$ cat src/rtl/cc1200_spi_responder.sv
// CC1200-style SPI responder: 2**ADDR_W x 8 register file, single/burst access, status during header.
// Optional abort statistics (abort_cnt, err_flag) are built when CC1200_SPI_RESP_ERR_EN is defined.
module cc1200_spi_responder #(
  parameter int         ADDR_W      = 6,
  parameter int         SYNC_STAGES = 2,
  parameter logic [7:0] RST_VAL     = 8'h00
) (
  input  logic              ILA_clk,
  input  logic              rstn,
  input  logic              SCLK,
  input  logic              CS_n,
  input  logic              MOSI,
  output logic              MISO,
  output logic              MISO_oe,
  input  logic [7:0]        status,
  output logic              wr_valid,
  output logic [ADDR_W-1:0] wr_addr,
  output logic [7:0]        wr_data,
  input  logic [ADDR_W-1:0] dbg_addr,
  output logic [7:0]        dbg_data
`ifdef CC1200_SPI_RESP_ERR_EN
  ,
  output logic [15:0]       abort_cnt,
  output logic              err_flag
`endif
);

  localparam int DEPTH = 2 ** ADDR_W;

  typedef enum logic [1:0] {
    ST_IDLE   = 2'd0,
    ST_HEADER = 2'd1,
    ST_DATA   = 2'd2
  } state_t;

  state_t state_reg, state_next;

  logic [SYNC_STAGES-1:0] sclk_sync_reg;
  logic [SYNC_STAGES-1:0] cs_sync_reg;
  logic [SYNC_STAGES-1:0] mosi_sync_reg;
  logic                   sclk_prev_reg;
  logic                   cs_prev_reg;

  logic [6:0]        shift_in_reg;
  logic [7:0]        shift_out_reg;
  logic [2:0]        bit_cnt_reg;
  logic [ADDR_W-1:0] addr_reg;
  logic              rw_reg;
  logic              burst_reg;
  logic              miso_reg;
  logic              miso_oe_reg;
  logic              wr_valid_reg;
  logic [ADDR_W-1:0] wr_addr_reg;
  logic [7:0]        wr_data_reg;

  logic [7:0] regfile [DEPTH];

  logic sclk_s, cs_s, mosi_s;
  logic sclk_rise, sclk_fall, cs_fall, cs_rise;
  logic byte_done;
  logic [7:0]        byte_in;
  logic [ADDR_W-1:0] hdr_addr;
  logic [ADDR_W-1:0] addr_inc;

  logic start_txn, abort_txn, bit_en, miso_upd, hdr_done, data_done, do_write;

  // Input synchronisers; CS_n resets to its inactive level so reset release is quiet.
  always_ff @(posedge ILA_clk or negedge rstn) begin
    if (!rstn) begin
      sclk_sync_reg <= '0;
      cs_sync_reg   <= '1;
      mosi_sync_reg <= '0;
      sclk_prev_reg <= 1'b0;
      cs_prev_reg   <= 1'b1;
    end else begin
      sclk_sync_reg <= {sclk_sync_reg[SYNC_STAGES-2:0], SCLK};
      cs_sync_reg   <= {cs_sync_reg[SYNC_STAGES-2:0], CS_n};
      mosi_sync_reg <= {mosi_sync_reg[SYNC_STAGES-2:0], MOSI};
      sclk_prev_reg <= sclk_s;
      cs_prev_reg   <= cs_s;
    end
  end

  assign sclk_s    = sclk_sync_reg[SYNC_STAGES-1];
  assign cs_s      = cs_sync_reg[SYNC_STAGES-1];
  assign mosi_s    = mosi_sync_reg[SYNC_STAGES-1];
  assign sclk_rise = sclk_s & ~sclk_prev_reg;
  assign sclk_fall = ~sclk_s & sclk_prev_reg;
  assign cs_fall   = ~cs_s & cs_prev_reg;
  assign cs_rise   = cs_s & ~cs_prev_reg;

  assign byte_in   = {shift_in_reg, mosi_s};
  assign byte_done = sclk_rise & (bit_cnt_reg == 3'd7);
  assign hdr_addr  = ADDR_W'(byte_in[5:0]);
  assign addr_inc  = addr_reg + ADDR_W'(1);

  always_ff @(posedge ILA_clk or negedge rstn) begin
    if (!rstn) state_reg <= ST_IDLE;
    else       state_reg <= state_next;
  end

  always_comb begin
    state_next = state_reg;
    case (state_reg)
      ST_IDLE: begin
        if (cs_fall) state_next = ST_HEADER;
      end
      ST_HEADER: begin
        if (cs_rise)        state_next = ST_IDLE;
        else if (byte_done) state_next = ST_DATA;
      end
      ST_DATA: begin
        if (cs_rise)                      state_next = ST_IDLE;
        else if (byte_done && !burst_reg) state_next = ST_HEADER;
      end
      default: state_next = ST_IDLE;
    endcase
  end

  // CS_n deassertion overrides any SCLK edge seen in the same cycle.
  always_comb begin
    start_txn = 1'b0;
    abort_txn = 1'b0;
    bit_en    = 1'b0;
    miso_upd  = 1'b0;
    hdr_done  = 1'b0;
    data_done = 1'b0;
    do_write  = 1'b0;
    case (state_reg)
      ST_IDLE: begin
        start_txn = cs_fall;
      end
      ST_HEADER, ST_DATA: begin
        abort_txn = cs_rise;
        bit_en    = sclk_rise & ~cs_rise;
        miso_upd  = sclk_fall & ~cs_rise;
        hdr_done  = (state_reg == ST_HEADER) & byte_done & ~cs_rise;
        data_done = (state_reg == ST_DATA) & byte_done & ~cs_rise;
        do_write  = (state_reg == ST_DATA) & byte_done & ~cs_rise & ~rw_reg;
      end
      default: ;
    endcase
  end

  always_ff @(posedge ILA_clk or negedge rstn) begin
    if (!rstn) begin
      shift_in_reg  <= '0;
      shift_out_reg <= '0;
      bit_cnt_reg   <= '0;
      addr_reg      <= '0;
      rw_reg        <= 1'b0;
      burst_reg     <= 1'b0;
      miso_reg      <= 1'b0;
      miso_oe_reg   <= 1'b0;
    end else begin
      if (start_txn) begin
        shift_out_reg <= status;
        miso_reg      <= status[7];
        miso_oe_reg   <= 1'b1;
        bit_cnt_reg   <= '0;
      end
      if (abort_txn) begin
        miso_reg    <= 1'b0;
        miso_oe_reg <= 1'b0;
        bit_cnt_reg <= '0;
      end
      if (bit_en) begin
        shift_in_reg <= byte_in[6:0];
        bit_cnt_reg  <= bit_cnt_reg + 3'd1;
      end
      // Bit index is 7-bit_cnt, so a byte loaded on the 8th rise starts at its MSB.
      if (miso_upd) miso_reg <= shift_out_reg[~bit_cnt_reg];
      if (hdr_done) begin
        rw_reg    <= byte_in[7];
        burst_reg <= byte_in[6];
        addr_reg  <= hdr_addr;
        if (byte_in[7]) shift_out_reg <= regfile[hdr_addr];
      end
      if (data_done) begin
        if (burst_reg) begin
          addr_reg <= addr_inc;
          if (rw_reg) shift_out_reg <= regfile[addr_inc];
        end else begin
          shift_out_reg <= status;
        end
      end
    end
  end

  genvar gi;
  generate
    for (gi = 0; gi < DEPTH; gi++) begin : g_rf
      always_ff @(posedge ILA_clk or negedge rstn) begin
        if (!rstn)                                        regfile[gi] <= RST_VAL;
        else if (do_write && (addr_reg == ADDR_W'(gi)))  regfile[gi] <= byte_in;
      end
    end
  endgenerate

  always_ff @(posedge ILA_clk or negedge rstn) begin
    if (!rstn) begin
      wr_valid_reg <= 1'b0;
      wr_addr_reg  <= '0;
      wr_data_reg  <= '0;
    end else begin
      wr_valid_reg <= do_write;
      if (do_write) begin
        wr_addr_reg <= addr_reg;
        wr_data_reg <= byte_in;
      end
    end
  end

  assign MISO     = miso_reg;
  assign MISO_oe  = miso_oe_reg;
  assign wr_valid = wr_valid_reg;
  assign wr_addr  = wr_addr_reg;
  assign wr_data  = wr_data_reg;
  assign dbg_data = regfile[dbg_addr];

`ifdef CC1200_SPI_RESP_ERR_EN
  logic        data_seen_reg;
  logic [15:0] abort_cnt_reg;
  logic        err_flag_reg;
  logic        abort_evt;

  // A header followed by no complete data byte is an abort even with bit_cnt at 0.
  assign abort_evt = abort_txn &
                     ((bit_cnt_reg != 3'd0) | ((state_reg == ST_DATA) & ~data_seen_reg));

  always_ff @(posedge ILA_clk or negedge rstn) begin
    if (!rstn) begin
      data_seen_reg <= 1'b0;
      abort_cnt_reg <= '0;
      err_flag_reg  <= 1'b0;
    end else begin
      if (hdr_done)       data_seen_reg <= 1'b0;
      else if (data_done) data_seen_reg <= 1'b1;
      if (abort_evt) begin
        err_flag_reg <= 1'b1;
        if (abort_cnt_reg != 16'hFFFF) abort_cnt_reg <= abort_cnt_reg + 16'd1;
      end
    end
  end

  assign abort_cnt = abort_cnt_reg;
  assign err_flag  = err_flag_reg;
`endif

endmodule

$ cat config.mk
export PLATFORM = sky130hd
export DESIGN_NAME = cc1200_spi_responder
export DESIGN_NICKNAME = d
export VERILOG_FILES = /design/src/rtl/cc1200_spi_responder.sv
export SDC_FILE = /design/constraint.sdc
export NUM_CORES = 1
export LEC_CHECK = 0
export CORE_MARGIN = 2
export CORE_UTILIZATION = 58
export CTS_BUF_LIST = sky130_fd_sc_hd__clkbuf_16
export DETAILED_ROUTE_END_ITERATION = 10
export GPL_TIMING_DRIVEN = 0
export PLACE_DENSITY_LB_ADDON = 0.08
export SYNTH_ARGS = -nofsm -noshare
export SYNTH_HDL_FRONTEND = slang
export SYNTH_SLANG_ARGS = --single-unit
$ cat constraint.sdc
create_clock -name ILA_clk -period 5.25 [get_ports ILA_clk]
set_clock_uncertainty 0.2 [all_clocks]
set_input_delay 1.05 -clock ILA_clk [delete_from_list [all_inputs] [get_ports ILA_clk]]
set_output_delay 1.05 -clock ILA_clk [all_outputs]
set_load 0.05 [all_outputs]
==> out/summary.txt <==
Syn Area/Cell: 14.4 sq um
1st-iter DRT viols: 3,906
vias in the first global route: 25,400
first-pass GRT wire length: 197 mm
via count: 25,900
Post-CTS Hold Buffers: 0
Worst Slack Setup Final: -0.0219 ns
initial antenna violation count: 9
DR DRC count: 0
filler instances: 4,341
worst flop-to-flop path startpoint: addr_reg[0]
ys flop type: dfrtp_1
Root Buffer: clkbuf_16
max FFs per register: 512
post-synthesis cell type count: 55
antenna viol nets, final: 0
Power Dens Cells: 313 nW/um^2
CP Max Fanout: 10
chip width: 246 um
Final Critical Period: 5.27 ns
sequential-to-total area share from yosys stat: 0.415
Sink Count: 565
CTS tree: built
mapped cell area: 34,100 sq um
I/O Buffers: 38
Setup Total Neg Slack: -0.0219 ns
Initial Util: 0.588
I/O pin cnt: 44
Slowest Stage Delay on Critical Path: 0.62 ns
final-report setup violation count: 1
Placer Congestion: 1.09
HP Class: input pin to asynchronous set/reset pin
VDD IR max: 0.394 mV
largest area contributor in the netlist: dfrtp_1
CP Data Required Time: 4.00 ns
critical path type: input pin to primary output
Nets: 2,511
nature of the critical path startpoint: input pin
Area growth, synth to finish: 10.4%
Maximum Capacitance Violations: 4
Pins Over Slew Limit: 32
detailed placement HPWL: 104 mm
failing checks: max-capacitance violations, max-slew violations, negative setup slack
top post-synthesis cells by count: 562 x dfrtp_1, 512 x mux2_2, 402 x mux4_2, 190 x nand2_1, 133 x clkbuf_1
Hold Fails Final Rpt: 0
FF+latch area: 14,100 sq um
DR WL/cell: 42.6 um
area of the core: 57,900 sq um
area taken by multi-input logic gates: 18,900 sq um
critical path endpoint category: primary output
gr usage total: 0.475
Yosys top cell area share: 0.413
share of layout cells above drive strength 1: 0.452
H-tree levels: 2
die area: 60,700 sq um
Synth Instances: 2,371
final global-route overflow total: 0
chip height: 246 um
FF+latch count, synth: 565
Reg clk slew, reported paths: 0.06 ns
crit-path most repeated cell: mux4_2
LEAKAGE: 16.3 nW
worst slew pin tran: 1.62 ns
post-synthesis async set-or-reset flop share: 1.00
clk_lat worst skew: 0.66 ns
RSZ-0062 raised after global routing: false
Synthesized Nets: 2,400
Total Routed Length: 141 mm
Pre-Repair DR Iteration Count: 6
pre-CTS WS: -1.60 ns
largest net degree at the start of global routing: 124
Max-slew headroom: -0.0828
Post-synth EDFFs: 0
ranking of synthesized cells by area: dfrtp_1 41%, mux4_2 27%, mux2_2 17%
# rows: 88
Clock Path Buffers: 3
Critical Path Start: dbg_addr[0]
crit share post-route: 1.00
most frequent cell after synthesis: dfrtp_1
crit path DAT: 4.02 ns
maximum clock rate: 0.190 GHz
CP cell instances: buf_2 -> buf_4 -> mux4_2 -> mux4_2 -> mux4_2 -> dlygate4sd2_1
Critical-path top delay cell: mux4_2
TritonCTS buffer count: 61
fin util: 0.649
Via-to-Cell Ratio: 7.85
status: finished, violations left
Synth Warn #: 0
==> report_power, final <==
part	total [mW]	switching, mW	internal [mW]	leakage, nW
combinational	3.03	2.37	0.657	7.49
clock	4.24	1.90	2.34	0.982
sequential	4.52	0.0823	4.43	7.83
==> critical path, delay by kind of cell <==
family	cells	cell delay, ns
buffers and inverters	3	1.16
multiplexers	3	1.77
==> cell type report <==
class / count / share of cell area
clock inverter: 45 / 0.00792
timing repair buffer: 48 / 0.0148
tap: 765 / 0.0254
multi-input combinational: 1576 / 0.503
antenna: 9 / 0.000599
inverter: 13 / 0.00133
buffer: 217 / 0.0286
clock buffer: 63 / 0.0419
sequential: 565 / 0.376
==> cell usage in the layout, fill, tap and decap left out, drive strengths merged, types with 3 or more instances in the layout <==
cell type	netlist	final
a21o	3	3
a21oi	21	21
a221oi	11	11
a22o	17	17
a22oi	30	30
a31oi	16	16
a32oi	12	12
and2	4	4
and3	3	3
buf	84	94
bufinv	0	4
clkbuf	133	197
clkdlybuf4s50	0	29
clkinv	2	23
dfrtp	562	562
dfstp	3	3
diode	0	9
dlygate4sd2	0	8
ha	10	10
inv	11	29
mux2	512	512
mux2i	82	82
mux4	402	402
nand2	190	190
nand2b	9	9
nand3	82	82
nand3b	5	5
nand4	8	8
nor2	45	45
nor2b	8	8
nor3	6	6
nor4	18	18
o21ai	45	45
o221ai	5	5
o22ai	7	7
o31ai	3	3
o32ai	3	3
or3	5	5
==> logic make-up (layout without fill, tap and decap cells) <==
logic type      count (synthesis)  count (layout)  synth area share
mux                           996             996             0.459
flops                         565             565             0.415
simple gates                  386             386            0.0544
buf+inv                       230             386            0.0307
compound gates                181             181            0.0362
fa+ha+maj                      10              10           0.00367
xor+xnor                        3               3          0.000771
other cells                     0               9                 0
==> path summary, 6_finish.rpt <==
check	to	slack [ns]	cells past startpoint
max	dbg_data[6]	-0.02	6
min	regfile[411]	0.13	1
max reg2reg	shift_out_reg[5]	0.08	12
min reg2reg	mosi_sync_reg[1]	0.15	0
max in group asynchronous	regfile[199]	2.76	4
min in group ILA_clk	mosi_sync_reg[1]	0.15	0
==> per-layer routing <==
layer  GRT usage  routed length, um
met3       0.192              20700
met4       0.304              11100
met2       0.663              59400
met1       0.616              49500
met5           0                 71
==> through the flow <==
stage | instance area (sq um) | instances | total power [mW] | hold WS [ns]
after floorplan | 34100 | 2371 | 5.92 | 0.131
after global placement | 35400 | 3174 | 7.39 | 0.133
after detailed placement | 35600 | 3183 | 7.42 | 0.135
after CTS | 37600 | 3291 | 11.6 | 0.148
after global routing | 37600 | 3296 | 11.9 | 0.158
final | 37600 | 3301 | 11.8 | 0.134
==> timing repair <==
item | in CTS | in global routing
gates cloned | 0 | 0
buffers inserted | 0 | 0
setup endpoints to repair | 38 | 6
resized for setup | 61 | 1
(Power assumes the default switching activity.)
